===== src/rtl/serializer_32.sv =====
// serializer_32: valid/ready parallel-in, serial-out shift transmitter
module serializer_32 #(
  parameter int WIDTH = 32,
  parameter bit MSB_FIRST = 1'b1
) (
  input  logic             clk,
  input  logic             reset,
  input  logic             load_valid,
  output logic             load_ready,
  input  logic [WIDTH-1:0] D,
  output logic             sout,
  output logic             sout_valid,
  input  logic             sout_ready,
  output logic             sout_last,
  output logic             busy
);
  localparam int CW = $clog2(WIDTH);
  typedef enum logic {IDLE, SHIFT} state_t;
  state_t state_q, state_d;
  logic [WIDTH-1:0] shreg, shreg_d;
  logic [CW-1:0] cnt, cnt_d;
  // state, shift register and bit counter
  always_ff @(posedge clk or negedge reset) begin
    if (!reset) begin
      state_q <= IDLE;
      shreg <= '0;
      cnt <= '0;
    end else begin
      state_q <= state_d;
      shreg <= shreg_d;
      cnt <= cnt_d;
    end
  end
  // load in IDLE; in SHIFT advance one bit per accepted beat, leave after the last
  always_comb begin
    state_d = state_q;
    shreg_d = shreg;
    cnt_d = cnt;
    if (state_q == IDLE) begin
      if (load_valid) begin
        shreg_d = D;
        cnt_d = CW'(WIDTH - 1);
        state_d = SHIFT;
      end
    end else if (sout_ready) begin
      if (cnt == '0) begin
        shreg_d = '0;
        state_d = IDLE;
      end else begin
        shreg_d = MSB_FIRST ? {shreg[WIDTH-2:0], 1'b0} : {1'b0, shreg[WIDTH-1:1]};
        cnt_d = cnt - CW'(1);
      end
    end
  end
  assign busy = (state_q == SHIFT);
  assign load_ready = (state_q == IDLE);
  assign sout_valid = busy;
  assign sout = busy & (MSB_FIRST ? shreg[WIDTH-1] : shreg[0]);
  assign sout_last = busy & (cnt == '0);
endmodule


===== config.mk =====
export PLATFORM = sky130hd
export DESIGN_NAME = serializer_32
export DESIGN_NICKNAME = d
export VERILOG_FILES = /design/src/rtl/serializer_32.sv
export SDC_FILE = /design/constraint.sdc
export NUM_CORES = 1
export LEC_CHECK = 0
export ABC_AREA = 1
export BUFFER_PORTS_ARGS = -buffer_cell sky130_fd_sc_hd__buf_2
export CAP_MARGIN = 20
export CORE_ASPECT_RATIO = 0.6
export CORE_UTILIZATION = 41
export CTS_CLUSTER_SIZE = 30
export DETAILED_ROUTE_END_ITERATION = 8
export PLACE_DENSITY = 0.59
export SYNTH_ARGS = -nofsm -noshare
export SYNTH_HDL_FRONTEND = slang
export SYNTH_SLANG_ARGS = --single-unit
export TNS_END_PERCENT = 5

===== constraint.sdc =====
create_clock -name clk -period 3.6 [get_ports clk]
set_clock_uncertainty 0.1 [all_clocks]
set_input_delay 0.36 -clock clk [delete_from_list [all_inputs] [get_ports clk]]
set_output_delay 0.36 -clock clk [all_outputs]
set_load 0.02 [all_outputs]

## Word level (Yosys, flattened, before mapping)

Cells that the tools add are included.

| storage, ports and cells | value |
|---|---|
| bits in registers | 38 |
| word-level logic and storage cells | 25 |

| operators by class | value |
|---|---|
| add/sub/neg operators | 1 |
| equal/unequal tests | 2 |
| multiplexer cells | 12 |
| bitwise operators | 3 |
| reduce and logical (&&, ||, !) cells | 4 |

Operators with widths:

| kind | number |
|---|---|
| two-way mux 32 bit | 4 |
| two-way mux 5 bit | 4 |
| logical NOT 5 bit | 1 |
| subtractor 5 x 1 -> 5 bit (second input constant) | 1 |
| two-way mux 1 bit | 4 |
| inequality test 2 bit (second input constant) | 2 |
| AND reduction 3 bit | 1 |
| bitwise AND 1 bit | 2 |
| AND reduction 2 bit | 1 |
| nonzero test 2 bit | 1 |
| inverter 1 bit | 1 |

## Depth between registers and ports, before layout

Gate-level depths: netlist of the first run.

| depth | value |
|---|---|
| depth in word-level cells | 4 |
| mapped depth | 7 |
| gate-level depth less buffers | 7 |

## Least setup slack after synthesis of the first run

OpenSTA, ideal clock, no wires.

| path | value |
|---|---|
| path type | register to output |
| start | register cnt[0] |
| end | output sout_last |
| arrival time | 0.958 ns |
| slack | 2.182 ns |
| stages on the path, launching flop included | 5 |
| buffers on the path | 0 |
| cell sequence | dfrtp_1 inv_1 ha_1 nand4_1 inv_1 |

| on the way | value |
|---|---|
| cells in the longest elaborated chain, start to end | 2 |

RTL lines:

| item | line | source |
|---|---|---|
| start: declaration | 21 | `logic [CW-1:0] cnt, cnt_d;` |
| start signal: assignment | 31 | `cnt <= cnt_d;` |
| logical NOT 5 bit | 59 | `assign sout_last = busy & (cnt == '0);` |
| bitwise AND 1 bit | 59 |  |
| end: declaration | 14 | `output logic sout_last,` |

No other way between the ends.

## Final worst setup path of the first run

| path | value |
|---|---|
| start | register state_q, in the netlist busy |
| end | output load_ready |

| on the way | value |
|---|---|
| cells in the longest elaborated chain, start to end | 1 |

RTL lines:

| item | line | source |
|---|---|---|
| start: declaration | 19 | `state_t state_q, state_d;` |
| start signal: assignment | 29 | `state_q <= state_d;` |
| inverter 1 bit | 56 | `assign load_ready = (state_q == IDLE);` |
| end: declaration | 9 | `output logic load_ready,` |

No other way between the ends.

==> results of run 1 <==
[per-layer routing]
| metal | vias to the layer above | share of wire | global-route usage |
|---|---|---|---|
| met5 | - | 0 | 0 |
| met4 | 0 | 0.0072 | 0.0565 |
| met3 | 6 | 0.064 | 0.0583 |
| met2 | 39 | 0.39 | 0.277 |
| met1 | 704 | 0.53 | 0.268 |
| li1 | 813 | - | - |
[final timing paths]
kind	start	depth (start not counted)	slack [ns]	to
worst max-delay path	busy	2	1.65	load_ready
worst min-delay path	reset	1	0.07	shreg[9]
worst max register to register	busy	6	1.91	shreg[31]
worst min register to register	shreg[0]	2	0.38	shreg[0]
max in group asynchronous	reset	1	2.80	shreg[27]
min in group clk	sout_ready	2	0.15	busy
[synthesized netlist by cell type (all sizes together)]
library cell / instances / share of area
ha: 1 / 0.0068
nand3b: 1 / 0.0041
a21oi: 1 / 0.0027
nand3: 97 / 0.26
nand4: 1 / 0.0034
buf: 13 / 0.048
dfrtp: 38 / 0.52
inv: 9 / 0.020
o21ai: 2 / 0.0054
nand2: 52 / 0.11
xor2: 1 / 0.0048
nor2: 4 / 0.0081
clkbuf: 4 / 0.0081
[flip-flops by register name, summed over array words and instances (netlist names)]
signal / cells
busy: 1
shreg: 32
cnt: 5
[power by group through the flow]
stage / logic [mW] / registers, mW / clock network, mW
after CTS: 0.521 / 0.709 / 0.313
after floorplan: 0.429 / 0.691 / 0
after detailed placement: 0.519 / 0.715 / 0
after global routing: 0.593 / 0.729 / 0.333
after global placement: 0.513 / 0.717 / 0
final: 0.511 / 0.709 / 0.308
[worst register-to-register path, stage by stage, from the launching register on]
cell and delay [ns]:
sky130_fd_sc_hd__dfrtp_1 0.47, sky130_fd_sc_hd__inv_2 0.46, sky130_fd_sc_hd__nand2_2 0.12, sky130_fd_sc_hd__nand2_2 0.12, sky130_fd_sc_hd__inv_4 0.13, sky130_fd_sc_hd__nand2_1 0.10, sky130_fd_sc_hd__nand3_1 0.08
[area by class of cell]
cell class / count / area share
sequential: 38 / 0.450
multi-input combinational: 160 / 0.355
timing repair buffer: 41 / 0.0983
clock buffer: 7 / 0.0409
tap: 60 / 0.0355
inverter: 9 / 0.0172
clock inverter: 1 / 0.00237
[per-stage QoR]
| step | area [um2] | power (mW) | setup WS [ns] | utilization | hold slack, ns |
|---|---|---|---|---|---|
| 2_1_floorplan | 1840 | 1.12 | 2.18 | - | -0.0356 |
| 3_3_place_gp | 2020 | 1.23 | 1.93 | 0.480 | 0.369 |
| 3_5_place_dp | 2020 | 1.23 | 1.89 | 0.480 | 0.363 |
| 4_1_cts | 2110 | 1.54 | 1.62 | 0.501 | 0.109 |
| 5_1_grt | 2110 | 1.66 | 1.52 | 0.501 | 0.147 |
| 6_report | 2110 | 1.53 | 1.65 | 0.501 | 0.0702 |
[cell families after synthesis]
group                    count (synthesis)  share of synthesized area
adder cells (fa/ha/maj)                  1                    0.00679
XOR/XNOR                                 1                    0.00476
flip-flops                              38                      0.516
buffers and inverters                   26                     0.0761
AO/OA/AOI/OAI                            3                    0.00815
AND/OR/NAND/NOR                        155                      0.388
==> results.md, run 1 <==
| Item | Value |
|:---|:---|
| Endpoints failing hold | 0 |
| Number of buffers inserted by hold repair at cts | 0 |
| Layout filler cell count | 436 |
| Max Transition Viols Final | 0 |
| Synthesized area divided by synthesized cell count | 8.22 um2 |
| H-Tree Level Count | 2 |
| DRT iter0 DRCs | 82 |
| Count of antenna-violating nets left after detailed routing | 0 |
| Largest fanout on the critical path | 35 |
| Placed cell count | 308 |
| Standard-cell row count | 18 |
| Gp weighted congestion | 0.754 |
| Area growth, synth to finish | 14.7% |
| Clock tree root driver cell | sky130_fd_sc_hd__clkbuf_8 |
| Total negative slack | 0 ns |
| Detailed-route vias per instance | 4.94 |
| Maximum VDD drop | 0.252 mV |
| Peak per-stage delay on the critical path | 0.47 ns |
| Relative contribution of the clock network to total power | 0.201 |
| Top library cells by usage in the layout, fill and taps aside | 97 x sky130_fd_sc_hd__nand3_1, 50 x sky130_fd_sc_hd__nand2_1, 40 x sky130_fd_sc_hd__buf_2 |
| Part of the power in registers | 0.464 |
| Nets in the synthesized netlist | 261 |
| CP Data Required Time | 3.14 ns |
| Clock sink count | 38 |
| Seq/Total Area, Yosys | 0.516 |
| Number of I/O pins | 41 |
| Setup repair after global routing missed its margin | no |
| GRT Overall Usage | 0.189 |
| Most common cell after layout, fill and taps aside | sky130_fd_sc_hd__nand3_1 |
| Starting Density | 0.437 |
| Vias in the first global route | 1436 |
| Routed WL | 4000 um |
| Combinational power share | 0.334 |
| Clk slew on worst S/H paths | 0.08 ns |
| Run status | completed |
| Placeable core region | 4210 um2 |
| Clock latency reported for the late side of the worst-skew pair | 0.29 ns |
| Number of optimization iterations in the first detailed-route pass | 4 |
| Final-stage net count | 292 |
| Initial antenna violation count | 0 |
| Max-cap violation count | 0 |
| Clock Tree Buf Depth | 2 |
| Pleak | 1.10 nW |
| Height of the die | 53.9 um |
| Die outline area | 4770 um2 |
| Synth Cell Area | 1840 um2 |
| Headroom to the max-slew limit | 0.440 |
| Synth unique cells | 18 |
| Resize count post-CTS | 0 |
| # Post-CTS Setup Buffers | 0 |
| Number of port buffers | 40 |
| Number of synthesized register bits | 38 |
| GRT overflow | 0 |
| Setup violators final | 0 |
| Total via count in the routed design | 1562 |
| Arrival time at the worst endpoint | 1.49 ns |
| Switch Pwr | 0.585 mW |
| Sum of buffers and inverters on the critical path | 2 |
| Share of layout cells above drive strength 1 | 0.207 |
| Die extent in x | 88.5 um |
| Gate Count Post-Synth | 224 |
| Critical Path Slowest Stage Cell | sky130_fd_sc_hd__dfrtp_1 |
| Post-DP HPWL | 2530 um |
| Final clock period utilization by the worst path | 0.542 |
| Actual transition at the worst max-transition pin | 0.840 ns |
| Flip-flop and latch area | 951 um2 |
| Worst setup EP type | output port |
| Largest net degree at the start of global routing | 39 |
| Filler-free cell count of the finished design | 316 |
| Power per unit of standard cell area | 723 nW/um2 |
| Max frequency | 513 MHz |
| Total clock buffers created by CTS | 5 |
| Sw Ratio | 0.383 |
| Cell-internal power | 0.943 mW |
| Worst setup SP type | flop |
| Routed length per instance | 12.7 um |
| Crit Path Category | flop to output port |
| First-pass GRT wire length | 6720 um |
| Area of combinational cells with multiple inputs | 751 um2 |
| Number of warnings printed during yosys synthesis | 0 |
| Count of unresolved DRC violations after routing | 0 |
| Critical path cell sequence | inv_2 > buf_2 |
| Tmin final | 1.95 ns |
| CTS tree | done |
| Largest delay share family, worst path | buffers and inverters |
| Type of the most critical hold path | input pin to asynchronous set/reset pin |
| Number of inserted diodes | 0 |
No activity file was read; power rests on OpenSTA's default activity.
==> run 2, diff against run 1 <==
==> constraint.sdc (replaced) <==
create_clock -name clk -period 2 [get_ports clk]
set_clock_uncertainty 0.1 [all_clocks]
set_input_delay 0.2 -clock clk [delete_from_list [all_inputs] [get_ports clk]]
set_output_delay 0.2 -clock clk [all_outputs]
set_load 0.02 [all_outputs]
==> run 2 against run 1 <==
Flip-flop and latch count is the same. Via count grew 3.7%. Hold slack lost 0.017 ns. First-iteration DRC count grew 24%. Power grew 81%. Routed wire length grew 0.35%. Sequential share of layout area shrank 0.89 points. Non-clock buffer count grew 5.
==> results.md, run 2 (synthesized netlist as in run 1, its figures left out) <==
| Item | Value |
|:---|:---|
| Crit Path Category | flop to output port |
| Clock latency reported for the late side of the worst-skew pair | 0.29 ns |
| Count of unresolved DRC violations after routing | 0 |
| Max Transition Viols Final | 0 |
| Standard-cell row count | 18 |
| Critical Path Slowest Stage Cell | sky130_fd_sc_hd__dfrtp_1 |
| Worst hold slack | 0.0528 ns |
| Worst R2R Start | busy |
| Die outline area | 4770 um2 |
| Die extent in x | 88.5 um |
| Clock tree root driver cell | sky130_fd_sc_hd__clkbuf_8 |
| Largest fanout on the critical path | 20 |
| Detailed-route vias per instance | 5.05 |
| Routed WL | 4020 um |
| Number of port buffers | 40 |
| Flip-flop count of the largest register, all copies and words added | 32 |
| CP Data Required Time | 1.70 ns |
| Share of layout cells above drive strength 1 | 0.215 |
| Setup violators final | 0 |
| GRT overflow | 0 |
| Arrival time at the worst endpoint | 1.51 ns |
| H-Tree Level Count | 2 |
| Headroom to the max-slew limit | 0.634 |
| Area growth, synth to finish | 17.0% |
| Reg2Reg Capture Point | cnt[0] |
| Clock Tree Buf Depth | 2 |
| DRT iter0 DRCs | 102 |
| Actual transition at the worst max-transition pin | 0.548 ns |
| Final design instance area without fill | 2150 um2 |
| Maximum VDD drop | 0.448 mV |
| Largest net degree at the start of global routing | 39 |
| Endpoints failing hold | 0 |
| GRT Overall Usage | 0.205 |
| Worst setup EP type | output port |
| Final clock period utilization by the worst path | 0.906 |
| Initial antenna violation count | 0 |
| Type of the most critical hold path | input pin to flop |
| Worst setup SP type | flop |
| Starting Density | 0.437 |
| R2R cell count | 5 |
| Number of inserted diodes | 0 |
| Final-stage net count | 297 |
| Routed length per instance | 12.5 um |
| Post-DP HPWL | 2620 um |
| Most common cell after layout, fill and taps aside | sky130_fd_sc_hd__nand3_1 |
| Placed cell areas | 2040 um2 |
| Power per unit of standard cell area | 1280 nW/um2 |
| Placeable core region | 4210 um2 |
| Tmin final | 1.81 ns |
| Run status | completed |
| Register bank with the most flops | shreg |
| Vias in the first global route | 1596 |
| Critical path cell sequence | inv_2 > buf_4 > buf_2 |
| Number of optimization iterations in the first detailed-route pass | 4 |
| Setup repair after global routing missed its margin | no |
| Total negative slack | 0 ns |
| Endpoint of the worst hold-timing path | shreg[0] |
| Cell depth of the worst hold path | 3 |
| Startpoint of the tightest hold check path | D[0] |
| Top library cells by usage in the layout, fill and taps aside | 97 x sky130_fd_sc_hd__nand3_1, 50 x sky130_fd_sc_hd__nand2_1, 40 x sky130_fd_sc_hd__buf_2 |
| Peak per-stage delay on the critical path | 0.48 ns |
| Clk slew on worst S/H paths | 0.07 ns |
| Clock sink count | 38 |
| Number of I/O pins | 41 |
| Total clock buffers created by CTS | 5 |
| Max frequency | 552 MHz |
| Total via count in the routed design | 1620 |
| First-pass GRT wire length | 7260 um |
| Flop2flop setup slack | 0.42 ns |
| # Post-CTS Setup Buffers | 0 |
| Fin util | 0.512 |
| CTS tree | done |
| Max-cap violation count | 0 |
| Height of the die | 53.9 um |
| Pleak | 1.12 nW |
| Gp weighted congestion | 0.736 |
| Count of antenna-violating nets left after detailed routing | 0 |
[run 2: cell count changes in the layout (fill, tap and decap cells not counted)]
cell / change
sky130_fd_sc_hd__dlygate4sd3_1: +2
sky130_fd_sc_hd__buf_4: +3
[run 2: metal layers]
metal | share of wire | vias to the layer above | global-route usage
li1 | - | 830 | -
met1 | 0.52 | 739 | 0.280
met2 | 0.41 | 46 | 0.321
met3 | 0.060 | 5 | 0.0475
met4 | 0.0075 | 0 | 0.0753
met5 | 0 | - | 0
[run 2: per-stage QoR]
stage / power (mW) / instances / setup WS (ns)
after detailed placement: 2.24 / 311 / 0.413
final: 2.76 / 321 / 0.189
after global routing: 3.03 / 321 / 0.0824
after CTS: 2.79 / 321 / 0.163
after global placement: 2.23 / 311 / 0.475
after floorplan: 2.02 / 224 / 0.669
[run 2: worst max-delay path by stage]
stage	startpoint	end	cells after the start
3_5_place_dp	busy	cnt[0]	5
2_1_floorplan	busy	shreg[14]	6
4_1_cts	busy	load_ready	3
6_report	busy	load_ready	3
5_1_grt	busy	load_ready	3
3_3_place_gp	busy	cnt[0]	5
[run 2: worst max-delay path, delay by kind of cell, from the launching register on]
kind | cells | cell delay, ns
flops | 1 | 0.48
buf+inv | 3 | 0.74
[run 2: area by class of cell]
| type | count | area, um2 |
|---|---|---|
| multi-input cells | 160 | 751 |
| fillers | 399 | 2060 |
| repair buffers | 46 | 250 |
| clock buffers | 7 | 86.3 |
| flip-flops and latches | 38 | 951 |
| clock inverters | 1 | 5.00 |
| inverters | 9 | 36.3 |
| well taps | 60 | 75.1 |
[run 2: power breakdown]
group / total (mW) / internal (mW) / switching, mW
combinational: 0.949 / 0.350 / 0.599
sequential: 1.27 / 1.08 / 0.189
clock: 0.543 / 0.278 / 0.265
[run 2: what timing repair did]
item                      4_1_cts  5_1_grt
resized for setup               0        0
hold buffers                    2        0
hold endpoints to repair       39        0
